### src/rtl/instr_sequencer.sv
// instr_sequencer: multi-cycle control FSM for a 16-bit LC-3 style datapath.
// Fetches, decodes and steps each instruction, with memory wait timeout.
`timescale 1ns/1ps
module instr_sequencer #(
  parameter int TIMEOUT = 15
) (
  input  logic        clka,
  input  logic        reset_in,
  input  logic        run_in,
  input  logic [15:0] instr_in,
  input  logic        mem_rdy_in,
  input  logic        pc_ctl_0_in,
  output logic        mem_en_out,
  output logic        mem_we_out,
  output logic        ld_ir_out,
  output logic        ld_pc_out,
  output logic [1:0]  pc_sel_out,
  output logic        we_reg_out,
  output logic        reg_src_out,
  output logic [1:0]  alu_op_out,
  output logic        br_out,
  output logic [2:0]  nzp_dec_out,
  output logic        err_out,
  output logic [15:0] retire_cnt_out,
  output logic [2:0]  state_out
);

  typedef enum logic [2:0] {
    S_IDLE   = 3'b000,
    S_FETCH  = 3'b001,
    S_DECODE = 3'b010,
    S_EXEC   = 3'b011,
    S_MEM    = 3'b100,
    S_WB     = 3'b101,
    S_HALT   = 3'b111
  } state_t;

  localparam logic [3:0] OP_BR  = 4'b0000;
  localparam logic [3:0] OP_ADD = 4'b0001;
  localparam logic [3:0] OP_LD  = 4'b0010;
  localparam logic [3:0] OP_ST  = 4'b0011;
  localparam logic [3:0] OP_AND = 4'b0101;
  localparam logic [3:0] OP_NOT = 4'b1001;
  localparam logic [3:0] OP_JMP = 4'b1100;

  localparam logic [1:0] ALU_ADD = 2'b00;
  localparam logic [1:0] ALU_AND = 2'b01;
  localparam logic [1:0] ALU_NOT = 2'b10;

  localparam logic [1:0] PC_INC = 2'b00;
  localparam logic [1:0] PC_OFS = 2'b01;
  localparam logic [1:0] PC_REG = 2'b10;

  // Wait counter only needs to reach TIMEOUT-1: the cycle after that
  // would complete the count, so a miss there is the fault.
  localparam int WW = $clog2(TIMEOUT + 1) + 1;
  localparam logic [WW-1:0] W_LAST = WW'(TIMEOUT - 1);

  state_t        r_state;
  state_t        w_next;
  state_t        w_ret;
  logic [15:0]   r_ir;
  logic [WW-1:0] r_wait;
  logic          r_err;
  logic [15:0]   r_retire_cnt;

  logic [3:0]    w_op;
  logic          w_is_alu;
  logic          w_is_br;
  logic          w_is_jmp;
  logic          w_is_ld;
  logic          w_is_st;
  logic [1:0]    w_alu;

  logic          w_mem_en;
  logic          w_mem_we;
  logic          w_ld_ir;
  logic          w_ld_pc;
  logic [1:0]    w_pc_sel;
  logic          w_we_reg;
  logic          w_reg_src;
  logic [1:0]    w_alu_op;
  logic          w_br;
  logic          w_retire;
  logic          w_in_acc;
  logic          w_wait_inc;
  logic          w_wait_out;
  logic          w_unused_ir;

  assign w_op        = r_ir[15:12];
  assign w_unused_ir = ^r_ir[8:0];

  // Between instructions, run_in decides whether to keep fetching.
  assign w_ret = run_in ? S_FETCH : S_IDLE;

  // Wait accounting is live only while a memory access is outstanding.
  assign w_in_acc   = (r_state == S_FETCH) || (r_state == S_MEM);
  assign w_wait_out = w_in_acc && !mem_rdy_in && (r_wait == W_LAST);
  assign w_wait_inc = w_in_acc && !mem_rdy_in && !w_wait_out;

  // Opcode classification of the held instruction.
  always_comb begin
    w_is_alu = 1'b0;
    w_is_br  = 1'b0;
    w_is_jmp = 1'b0;
    w_is_ld  = 1'b0;
    w_is_st  = 1'b0;
    w_alu    = ALU_ADD;
    unique case (w_op)
      OP_ADD: begin
        w_is_alu = 1'b1;
        w_alu    = ALU_ADD;
      end
      OP_AND: begin
        w_is_alu = 1'b1;
        w_alu    = ALU_AND;
      end
      OP_NOT: begin
        w_is_alu = 1'b1;
        w_alu    = ALU_NOT;
      end
      OP_BR:   w_is_br  = 1'b1;
      OP_JMP:  w_is_jmp = 1'b1;
      OP_LD:   w_is_ld  = 1'b1;
      OP_ST:   w_is_st  = 1'b1;
      default: ;
    endcase
  end

  // Next-state and strobe decode from the registered state and IR.
  always_comb begin
    w_next    = r_state;
    w_mem_en  = 1'b0;
    w_mem_we  = 1'b0;
    w_ld_ir   = 1'b0;
    w_ld_pc   = 1'b0;
    w_pc_sel  = PC_INC;
    w_we_reg  = 1'b0;
    w_reg_src = 1'b0;
    w_alu_op  = ALU_ADD;
    w_br      = 1'b0;
    w_retire  = 1'b0;
    unique case (r_state)
      S_IDLE: begin
        if (run_in) w_next = S_FETCH;
      end
      S_FETCH: begin
        w_mem_en = 1'b1;
        if (mem_rdy_in) begin
          w_ld_ir  = 1'b1;
          w_ld_pc  = 1'b1;
          w_pc_sel = PC_INC;
          w_next   = S_DECODE;
        end else if (w_wait_out) begin
          w_next = S_HALT;
        end
      end
      S_DECODE: begin
        if (w_is_alu || w_is_br || w_is_jmp)
          w_next = S_EXEC;
        else if (w_is_ld || w_is_st)
          w_next = S_MEM;
        else
          w_next = S_HALT;
      end
      S_EXEC: begin
        if (w_is_alu) begin
          w_we_reg  = 1'b1;
          w_reg_src = 1'b0;
          w_alu_op  = w_alu;
          w_retire  = 1'b1;
          w_next    = w_ret;
        end else if (w_is_br) begin
          w_br   = 1'b1;
          w_next = S_WB;
        end else if (w_is_jmp) begin
          w_ld_pc  = 1'b1;
          w_pc_sel = PC_REG;
          w_retire = 1'b1;
          w_next   = w_ret;
        end else begin
          w_next = S_HALT;
        end
      end
      S_MEM: begin
        w_mem_en = 1'b1;
        w_mem_we = w_is_st;
        if (mem_rdy_in) begin
          if (w_is_st) begin
            w_retire = 1'b1;
            w_next   = w_ret;
          end else begin
            w_next = S_WB;
          end
        end else if (w_wait_out) begin
          w_next = S_HALT;
        end
      end
      S_WB: begin
        if (w_is_br) begin
          if (pc_ctl_0_in) begin
            w_ld_pc  = 1'b1;
            w_pc_sel = PC_OFS;
          end
          w_retire = 1'b1;
          w_next   = w_ret;
        end else if (w_is_ld) begin
          w_we_reg  = 1'b1;
          w_reg_src = 1'b1;
          w_retire  = 1'b1;
          w_next    = w_ret;
        end else begin
          w_next = S_HALT;
        end
      end
      S_HALT: begin
        w_next = S_HALT;
      end
      default: begin
        w_next = S_HALT;
      end
    endcase
  end

  // State, IR, wait counter, sticky fault and retire count.
  always_ff @(posedge clka or posedge reset_in) begin
    if (reset_in) begin
      r_state      <= S_IDLE;
      r_ir         <= '0;
      r_wait       <= '0;
      r_err        <= 1'b0;
      r_retire_cnt <= '0;
    end else begin
      r_state <= w_next;
      if (w_ld_ir)
        r_ir <= instr_in;
      if (w_wait_inc)
        r_wait <= r_wait + WW'(1);
      else
        r_wait <= '0;
      if (w_next == S_HALT)
        r_err <= 1'b1;
      if (w_retire)
        r_retire_cnt <= r_retire_cnt + 16'd1;
    end
  end

  assign mem_en_out     = w_mem_en;
  assign mem_we_out     = w_mem_we;
  assign ld_ir_out      = w_ld_ir;
  assign ld_pc_out      = w_ld_pc;
  assign pc_sel_out     = w_pc_sel;
  assign we_reg_out     = w_we_reg;
  assign reg_src_out    = w_reg_src;
  assign alu_op_out     = w_alu_op;
  assign br_out         = w_br;
  assign nzp_dec_out    = r_ir[11:9];
  assign err_out        = r_err;
  assign retire_cnt_out = r_retire_cnt;
  assign state_out      = r_state;

endmodule

### config.mk
export PLATFORM = sky130hd
export DESIGN_NAME = instr_sequencer
export DESIGN_NICKNAME = d
export VERILOG_FILES = /design/src/rtl/instr_sequencer.sv
export SDC_FILE = /design/constraint.sdc
export NUM_CORES = 1
export LEC_CHECK = 0
export CAP_MARGIN = 15
export CORE_MARGIN = 1
export CORE_UTILIZATION = 28
export CTS_BUF_LIST = sky130_fd_sc_hd__clkbuf_4 sky130_fd_sc_hd__clkbuf_8
export DETAILED_ROUTE_END_ITERATION = 7
export PLACE_DENSITY = 0.63
export REMOVE_ABC_BUFFERS = 1
export SYNTH_ARGS = -nofsm -noshare
export SYNTH_HDL_FRONTEND = slang
export SYNTH_SLANG_ARGS = --single-unit
### constraint.sdc
create_clock -name clka -period 5.9 [get_ports clka]
set_clock_uncertainty 0.2 [all_clocks]
set_input_delay 1.77 -clock clka [delete_from_list [all_inputs] [get_ports clka]]
set_output_delay 1.77 -clock clka [all_outputs]
set_load 0.01 [all_outputs]
==> summary.md <==
| Metric | Value |
|---|---|
| Crit path DAT | 3.36 ns |
| Starting Density | about 29% |
| Final cell count without fillers | 285 |
| Post-synth ARST share | 100% |
| Netlist Area Pre-Place | 0.00178 mm^2 |
| Hold Buf Count CTS | 0 |
| Vias/cell | 4.82 |
| IO buf count | 45 |
| Initial antenna violation count | 0 |
| First-pass GRT wire length | roughly 6000 um |
| Clock Latency Late Sink | approximately 0.28 ns |
| Final net count | between 200 and 250 |
| VDD IR max | 0.185 mV |
| Primary FF master, synth | dfrtp_1 |
| DP Wirelength | roughly 2600 um |
| Depth of the CTS H-tree | 2 |
| Fillers | 610 |
| Most frequent cells in the layout | 45 x clkdlybuf4s50_1, 32 x dfrtp_1, 15 x xor2_1, 13 x nand2_1, 10 x nor2_1 |
| Most common cell after layout, fill and taps aside | clkdlybuf4s50_1 |
| Compound-gate portion of the synthesized area | just under 7% |
| Post-CTS setup buffers | 0 |
| Syn Area/Cell | 10.7 um^2 |
| IO Pins | 55 |
| CP max FO | 11 |
| Post-Synth XOR/XNOR Area | 8.87% |
| ANT nets after route | 0 |
| Vias in the first global route | 1269 |
| CTS Buffer Depth | 2 |
| DRT Wirelength | 3630 um |
| Syn. warnings | 0 |
| Routability Congestion | 0.743 |
| Cell Rows | 28 |
| Synth Register Bits | 32 |
| Area growth, synth to finish | 32.8% |
| Startpoint Class | primary input |
| Worst min path class | reg2reg |
| Placed cells | 277 |
| CTS tree | done |
| Residual DRC | 0 |
| Minimum clock period | 5.33 ns |
| Grt ovf | 0 |
| Yosys cell types | between 40 and 50 |
| Final hold violations | 0 |
| CTS root buf | clkbuf_8 |
| Final setup violation count | 0 |
| DR iter-0 viols | 49 |
| Number of iterations in the first detailed-routing pass | 4 |
| Final worst path period share | between 90% and 100% |
| Reg clk slew, reported paths | approximately 0.07 ns |
| Die Y | 81.7 um |
| Main combinational cell family by area after synthesis | simple AND/OR/NAND/NOR gates |
| Critical Path End Type | primary output |
| Gate Count Post-Synth | 166 |
| DR vias | 1374 |
| Full die area | about 0.0067 mm^2 |
| Max-cap violation count | 0 |
| Share of post-route cells with drive strength above 1 | between 10% and 20% |
| Largest net degree at the start of global routing | 33 |
| Post-Synth Simple-Gate Area | 26.5% |
| Status | completed |
| Required @ worst endpoint | 3.93 ns |
| CTS resizes | 0 |
| RSZ-0062 raised after global routing | no |
| Cts bufs inserted | 5 |
| Core area | 0.00603 mm^2 |
| Tightest Pin Transition | between 0.7 and 0.8 ns |
| Clock sink total | 32 |
| Avg WL per Cell | 12.7 um |
| Pins Over Slew Limit | 0 |
| Power Density | 286 mW/mm^2 |
| Worst setup path category | in2out |
| Post-synth EDFFs | 0 |
| Die X | approximately 82 um |
| Register area share after synthesis | around 45% |
| Adder-Cell Fraction of Synth Area | 2.11% |
| Mux cell area share after synthesis | 4.44% |
| # diodes | 0 |
| Leakage | 0.904 nW |
| Setup TNS | 0 ns |
| Slew HR | about half |
| Gr usage total | 12.0% |
| Max Clock Freq | around 190 MHz |
report_power, final:
group | switching (mW) | internal [mW] | total (mW)
Clock | 0.0825 | 0.125 | 0.207
Combinational | 0.0684 | 0.0939 | 0.162
Sequential | 0.0515 | 0.254 | 0.305
per-layer routing:
metal	track usage (%)	vias to the layer above	routed length, um
li1	-	673	-
met1	16.1	670	1780
met2	18.3	26	1650
met3	3.56	5	164
met4	4.21	0	30
met5	0	-	0
critical path: stages:
cell	delay, ns
clkdlybuf4s50_1	0.42
nand2_1	0.09
nor3_1	0.05
buf_4	0.20
or3_1	0.35
clkdlybuf4s50_1	0.48
worst paths after layout:
path	start	endpoint	slack, ns	cells after the start
max	mem_rdy_in	ld_pc_out	0.57	6
min	retire_cnt_out[15]	retire_cnt_out[15]	0.28	1
max reg2reg	state_out[2]	retire_cnt_out[11]	3.60	5
min reg2reg	retire_cnt_out[15]	retire_cnt_out[15]	0.28	1
max in group asynchronous	reset_in	state_out[2]	3.52	3
min in group asynchronous	reset_in	retire_cnt_out[8]	1.68	3
through the flow:
stage               util (%)  power (mW)  hold WS, ns  instance area [um^2]  setup slack [ns]
finish                  39.2       0.675        0.276                  2360             0.569
global route            39.2       0.718        0.307                  2360             0.496
CTS                     39.2       0.686        0.282                  2360             0.559
detailed placement      37.3       0.472        0.265                  2250             0.568
global placement        37.3       0.470        0.261                  2250             0.571
floorplan                  -       0.395        0.254                  1680              1.01
kinds of logic after synthesis:
logic type,after synthesis
muxes,7
DFF,32
buffers and inverters,16
xor gates and xnor gates,18
adders and majority gates,3
and+or+nand+nor,71
AOI/OAI and AO/OA,19
Yosys cell counts, types with 2 or more instances:
library cell  instances  area share (%)
ha_1                  3             2.1
nor3b_1               3             1.3
inv_1                 4            0.84
nor4b_2               4             3.4
dfrtp_1              32              45
nand2b_1              3             1.1
a21o_1                2            0.84
a21oi_1               3            0.84
nor2b_1               2            0.70
nand2_1              13             2.7
clkbuf_1              2            0.42
xor2_1               15             7.4
o21ai_1               2            0.56
nor3_1                5             1.4
xnor2_1               3             1.5
and3_1                3             1.1
a211oi_1              3             1.3
nand4_1               4             1.4
buf_6                 4             2.5
buf_4                 5             2.1
o21ai_0               4             1.1
mux2_2                6             3.8
nor2_1               10             2.1
nor4_2                2             1.4
nor4_1                2            0.70
nand3_1               6             1.7
state kept, by name (all words and copies together) (netlist names):
register / cells
retire_cnt_out: 16
r_ir: 7
r_wait: 5
state_out: 3
err_out: 1
layout make-up:
type | instances | area (um^2) | area share (%)
sequential | 32 | 801 | 33.9
timing repair buffer | 48 | 473 | 20.0
clock buffer | 5 | 68.8 | 2.92
multi-input combinational | 118 | 866 | 36.7
clock inverter | 3 | 42.5 | 1.80
inverter | 4 | 15.0 | 0.636
tap | 75 | 93.8 | 3.98
Power figures use the tool's default switching activity.
